`src/rtl/decision_pkg.sv`:
```
// decision_pkg: definitions shared by the decision tree, its collector and benches.
//   CODE_Y1..CODE_Y4 : 8-bit class codes produced by the decision tree.
//   class_e          : 2-bit class encoding (Y1 = 0 .. Y4 = 3).
//   SEL_*            : statistics counter select values for cnt_sel_i.
package decision_pkg;

    localparam logic [7:0] CODE_Y1 = 8'h01;
    localparam logic [7:0] CODE_Y2 = 8'h02;
    localparam logic [7:0] CODE_Y3 = 8'h03;
    localparam logic [7:0] CODE_Y4 = 8'h04;

    typedef enum logic [1:0] {
        CLS_Y1 = 2'd0,
        CLS_Y2 = 2'd1,
        CLS_Y3 = 2'd2,
        CLS_Y4 = 2'd3
    } class_e;

    localparam logic [2:0] SEL_Y1   = 3'd0;
    localparam logic [2:0] SEL_Y2   = 3'd1;
    localparam logic [2:0] SEL_Y3   = 3'd2;
    localparam logic [2:0] SEL_Y4   = 3'd3;
    localparam logic [2:0] SEL_ERR  = 3'd4;
    localparam logic [2:0] SEL_DROP = 3'd5;

    localparam int NUM_CNT = 6;

    function automatic logic code_is_class(input logic [7:0] code);
        return (code >= CODE_Y1) && (code <= CODE_Y4);
    endfunction

    // Codes 1..4 map to 0..3; code 4 has low bits 00, so 00-1 wraps to 11.
    function automatic class_e code_to_class(input logic [7:0] code);
        return class_e'(code[1:0] - 2'd1);
    endfunction

endpackage

```
`src/rtl/decision_fifo.sv`:
```
// decision_fifo: synchronous FIFO with registered storage.
//   clk, reset : clock, synchronous active-high reset (empties the FIFO).
//   push_i     : write data_i; ignored when full unless a pop fires in the same cycle.
//   pop_i      : remove head entry; ignored when empty.
//   data_i     : write data.
//   data_o     : head entry (combinational read of storage).
//   full_o     : DEPTH entries held.
//   empty_o    : no entries held.
module decision_fifo #(
    parameter int DEPTH = 4,
    parameter int W     = 2
) (
    input  logic         clk,
    input  logic         reset,
    input  logic         push_i,
    input  logic         pop_i,
    input  logic [W-1:0] data_i,
    output logic [W-1:0] data_o,
    output logic         full_o,
    output logic         empty_o
);
    localparam int AW = $clog2(DEPTH);

    // One extra pointer bit tells full from empty once the write side has wrapped.
    logic [AW:0]  wr_ptr_q, wr_ptr_d;
    logic [AW:0]  rd_ptr_q, rd_ptr_d;
    logic [W-1:0] mem_q [DEPTH];
    logic         push_ok, pop_ok;

    assign empty_o = (wr_ptr_q == rd_ptr_q);
    assign full_o  = (wr_ptr_q[AW] != rd_ptr_q[AW]) &&
                     (wr_ptr_q[AW-1:0] == rd_ptr_q[AW-1:0]);
    assign data_o  = mem_q[rd_ptr_q[AW-1:0]];

    assign pop_ok  = pop_i && !empty_o;
    // A full FIFO can still take a push when the head leaves on the same edge.
    assign push_ok = push_i && (!full_o || pop_ok);

    assign wr_ptr_d = push_ok ? wr_ptr_q + 1'b1 : wr_ptr_q;
    assign rd_ptr_d = pop_ok  ? rd_ptr_q + 1'b1 : rd_ptr_q;

    always_ff @(posedge clk) begin
        if (reset) begin
            wr_ptr_q <= '0;
            rd_ptr_q <= '0;
            for (int i = 0; i < DEPTH; i++) mem_q[i] <= '0;
        end else begin
            wr_ptr_q <= wr_ptr_d;
            rd_ptr_q <= rd_ptr_d;
            if (push_ok) mem_q[wr_ptr_q[AW-1:0]] <= data_i;
        end
    end

endmodule

```
`src/rtl/decision_collector.sv`:
```
// decision_collector: captures each new decision from the decision tree, queues
// the class in a FIFO drained by valid/ready, and keeps saturating statistics.
//   clk, reset    : clock, synchronous active-high reset (clears everything).
//   y_i           : 8-bit class code from the tree.
//   y_valid_i     : level valid; a rising level is one decision.
//   clear_i       : zero all statistics counters (wins over increments).
//   class_o       : head-of-FIFO class (0 = Y1 .. 3 = Y4).
//   class_valid_o : FIFO non-empty.
//   class_ready_i : consumer takes class_o this cycle.
//   cnt_sel_i     : counter select (Y1..Y4, error, drop; 6-7 read 0).
//   cnt_o         : selected counter.
//   fifo_full_o   : FIFO holds DEPTH entries.
module decision_collector
    import decision_pkg::*;
#(
    parameter int DEPTH = 4,
    parameter int CNT_W = 8
) (
    input  logic             clk,
    input  logic             reset,
    input  logic [7:0]       y_i,
    input  logic             y_valid_i,
    input  logic             clear_i,
    output logic [1:0]       class_o,
    output logic             class_valid_o,
    input  logic             class_ready_i,
    input  logic [2:0]       cnt_sel_i,
    output logic [CNT_W-1:0] cnt_o,
    output logic             fifo_full_o
);
    localparam logic [CNT_W-1:0] CNT_MAX = {CNT_W{1'b1}};

    logic             prev_valid_q;
    logic             evt;
    logic             code_ok;
    class_e           cls;
    logic             push, pop, drop;
    logic             fifo_empty;
    logic [NUM_CNT-1:0] inc;
    logic [CNT_W-1:0] cnt_q [NUM_CNT];
    logic [CNT_W-1:0] cnt_d [NUM_CNT];

    // A held-high valid is a single decision; only the rising level counts.
    assign evt     = y_valid_i && !prev_valid_q;
    assign code_ok = code_is_class(y_i);
    assign cls     = code_to_class(y_i);

    assign push = evt && code_ok;
    assign pop  = class_valid_o && class_ready_i;
    assign drop = push && fifo_full_o && !pop;

    decision_fifo #(
        .DEPTH (DEPTH),
        .W     (2)
    ) u_fifo (
        .clk     (clk),
        .reset   (reset),
        .push_i  (push),
        .pop_i   (pop),
        .data_i  (cls),
        .data_o  (class_o),
        .full_o  (fifo_full_o),
        .empty_o (fifo_empty)
    );

    assign class_valid_o = !fifo_empty;

    // Class counters advance even when the push is dropped for lack of space.
    always_comb begin
        inc      = '0;
        inc[3:0] = push ? (4'b0001 << cls) : 4'b0000;
        inc[SEL_ERR]  = evt && !code_ok;
        inc[SEL_DROP] = drop;
    end

    always_comb begin
        for (int i = 0; i < NUM_CNT; i++) begin
            cnt_d[i] = cnt_q[i];
            if (clear_i)
                cnt_d[i] = '0;
            else if (inc[i] && (cnt_q[i] != CNT_MAX))
                cnt_d[i] = cnt_q[i] + 1'b1;
        end
    end

    always_ff @(posedge clk) begin
        if (reset) begin
            prev_valid_q <= 1'b0;
            for (int i = 0; i < NUM_CNT; i++) cnt_q[i] <= '0;
        end else begin
            prev_valid_q <= y_valid_i;
            for (int i = 0; i < NUM_CNT; i++) cnt_q[i] <= cnt_d[i];
        end
    end

    always_comb begin
        cnt_o = '0;
        case (cnt_sel_i)
            SEL_Y1:   cnt_o = cnt_q[0];
            SEL_Y2:   cnt_o = cnt_q[1];
            SEL_Y3:   cnt_o = cnt_q[2];
            SEL_Y4:   cnt_o = cnt_q[3];
            SEL_ERR:  cnt_o = cnt_q[4];
            SEL_DROP: cnt_o = cnt_q[5];
            default:  cnt_o = '0;
        endcase
    end

endmodule

```
`config.mk`:
```
export PLATFORM = sky130hd
export DESIGN_NAME = decision_collector
export DESIGN_NICKNAME = d
export VERILOG_FILES = /design/src/rtl/decision_pkg.sv /design/src/rtl/decision_fifo.sv /design/src/rtl/decision_collector.sv
export SDC_FILE = /design/constraint.sdc
export NUM_CORES = 1
export LEC_CHECK = 0
export BUFFER_PORTS_ARGS = -buffer_cell sky130_fd_sc_hd__buf_2
export CAP_MARGIN = 20
export CELL_PAD_IN_SITES_DETAIL_PLACEMENT = 0
export CELL_PAD_IN_SITES_GLOBAL_PLACEMENT = 1
export CORE_ASPECT_RATIO = 1.2
export CORE_MARGIN = 8
export CORE_UTILIZATION = 46
export DETAILED_ROUTE_END_ITERATION = 10
export GPL_ROUTABILITY_DRIVEN = 1
export PLACE_DENSITY = 0.91
export REMOVE_ABC_BUFFERS = 1
export SETUP_SLACK_MARGIN = 0.02
export SYNTH_ARGS = -nofsm -noshare
export SYNTH_HDL_FRONTEND = slang
export SYNTH_HIERARCHICAL = 1
export SYNTH_SLANG_ARGS = --single-unit
```
`constraint.sdc`:
```
create_clock -name clk -period 3 [get_ports clk]
set_input_delay 0.15 -clock clk [delete_from_list [all_inputs] [get_ports clk]]
set_output_delay 0.15 -clock clk [all_outputs]
set_load 0.005 [all_outputs]
```
==> impl_metrics.yaml <==
place:
  io_buffers: 27
  dp_hpwl_um: 6590
  place_congestion: 0.836
  dpl.cell_count: 539
clock_network:
  cts_max_path_buffers: 2
  cts.htree.levels: 3
  worstSkewPairLatency_ns: 0.35
  hold_buffers: 0
  cts_resized: 0
  cts_tree: "done"
  cts_made_buffers: 9
  cts_setup_buffers: 0
  root_buffer: "clkbuf_8"
  clkSinkCount: 65
  clk_pin_slew_ns: 0.07
die:
  die_x_um: 98.6
  num_rows: 36
  core_region_area_um2: 8020
  dieHeight_um: 115
  ioPinCount: 28
  floorplan.initialDensity_pct: 46.9
  die_area_um2: 11300
setup_path:
  required_ns: 3.12
  startpoint_type: "flip-flop"
  worst-path-max-fanout: 8
  rrSetupSlack_ns: 0.55
  endpoint_kind: "flip-flop"
  cp.arrival_ns: 2.58
  worstSetupPathType: "flip-flop to flip-flop"
sta:
  fin_crit_sh_pct: 81.8
  rsz0062_at_grt: "false"
  max_clock_freq_ghz: 0.407
  finClkSkew_ns: 0.00845
  min_period_ns: 2.45
  relSlewSlack_pct: 40.8
  drv_slew: 0
  final_hold_viol_count: 0
  setup_tns_ns: 0
  finalSetupViolations: 0
  tightest_slew_ns: 0.889
  fin_hold_ws_ns: 0.0213
synthesis:
  syn_inst: 432
  syn_area_um2: 3760
  ys_seq_area_share_pct: 36.7
  synth_flop_cell: "dfxtp_1"
  ys_seq_elements: 65
  synthDistinctLibCells: 55
  yosys_warnings: 6
  async_reset_ff_share_pct: 0
  synth_edf_count: 8
  syn_area_per_cell_um2: 8.71
power:
  power.density_nw_per_um2: 421
  power.total_w: 0.00175
  leakagePower_nw: 1.53
  ir_drop_v: 0.000294
cells_and_area:
  drive_gt1_share_pct: 15.7
  final_common_cell: "dfxtp_1"
  stdcell_count: 555
  num_antenna_cells: 0
  area_growth_pct: 10.7
  final_cell_mix: "dfxtp_1 (57), nor2_1 (47), buf_2 (27), nand2_1 (25), nand3_1 (25)"
  final_nets: 485
detailed_routing:
  routed_wl_um: 9250
  drt_iter0_markers: 241
  drtAntennaViolNets: 0
  vias_per_cell: 6.03
  vias: 3344
  wl_per_cell_um: 16.7
  drc: 0
  first_pass_iters: 5
grt:
  grt_pass1_wl_um: 15200
  grt-ovfl-total: 0
  track_usage_pct: 16.9
  grt_pass1_vias: 3181
  grt_max_degree: 46
  antenna_found_initial: 0
run:
  drv_cap: 0
hold_path:
  hold_path.class: "primary input to flip-flop"
status:
  status: "finished clean"
[synth_stat cells, types with 8 or more instances]
library cell	n	area (um2)
nor3_1	11	55.1
nand2b_1	9	56.3
xnor2_1	16	140
mux2i_1	10	100
or4_1	9	67.6
clkbuf_1	15	56.3
inv_1	14	52.6
xor2_1	9	78.8
a22oi_1	8	60.1
mux2_2	11	124
nor2_1	47	176
edfxtp_1	8	240
o21ai_0	14	70.1
a21oi_1	21	105
nand2_1	25	93.8
nor4_1	9	56.3
nor2b_1	9	56.3
nand3_1	25	125
dfxtp_1	57	1140
ha_1	14	175
o31ai_1	8	60.1
[power by group]
part           internal (W)  total, W  switching (W)
logic             0.0000452  0.000129      0.0000834
clock network      0.000388  0.000730       0.000342
registers          0.000887  0.000893     0.00000635
[layout make-up]
type | instances | area [um2]
clock inverters | 2 | 10.0
clock buffers | 14 | 183
fillers | 792 | 3850
inverters | 14 | 52.6
well taps | 95 | 119
multi-input cells | 330 | 2220
flip-flops and latches | 65 | 1380
repair buffers | 35 | 195
[logic make-up after synthesis]
group,count (synthesis),share of synthesized area [%]
AND/OR/NAND/NOR,173,23.8
AO/OA/AOI/OAI,93,16.7
flip-flops,65,36.7
buffers and inverters,37,4.19
XOR/XNOR,25,5.82
multiplexers,25,8.14
adder cells (fa/ha/maj),14,4.65
[worst paths after layout]
| check | depth (start not counted) | to | start |
|---|---|---|---|
| hold / removal | 2 | prev_valid_q$_SDFF_PP0_ | y_valid_i |
| setup / recovery | 7 | u_fifo/mem_q[3][1]$_DFFE_PP_ | u_fifo/rd_ptr_q[2]$_SDFFE_PP0N_ |
| setup reg to reg | 7 | u_fifo/mem_q[3][1]$_DFFE_PP_ | u_fifo/rd_ptr_q[2]$_SDFFE_PP0N_ |
| hold reg to reg | 2 | cnt_q[0][33]$_SDFFE_PP0P_ | cnt_q[0][33]$_SDFFE_PP0P_ |
[registers in the layout, indices dropped and copies added, names as in the netlist, named ones only]
register / flops
cnt_q: 48
prev_valid_q: 1
u_fifo/mem_q: 8
u_fifo/rd_ptr_q: 3
u_fifo/wr_ptr_q: 3
[per-stage QoR]
step / util, % / worst slack (ns) / instance area [um2]
2_1_floorplan: - / 0.715 / 3660
3_3_place_gp: 49.5 / 0.557 / 3970
3_5_place_dp: 49.5 / 0.475 / 3970
4_1_cts: 52.0 / 0.583 / 4170
5_1_grt: 52.0 / 0.389 / 4170
6_report: 52.0 / 0.545 / 4170
[layer usage]
layer	part of all wire, %	vias up	GRT usage, %
met5	0	-	0
met4	2.4	0	8.62
met3	5.1	18	4.00
met2	47	96	27.9
met1	46	1588	20.2
li1	-	1642	-
[critical path, stage by stage (launching register included)]
cell and delay (ns):
dfxtp_1 0.35, xnor2_1 0.48, nand3_1 0.18, inv_1 0.11, nand2b_1 0.15, inv_1 0.13
o41a_1 0.52, a31o_2 0.29
No activity file was read; power rests on OpenSTA's default activity.
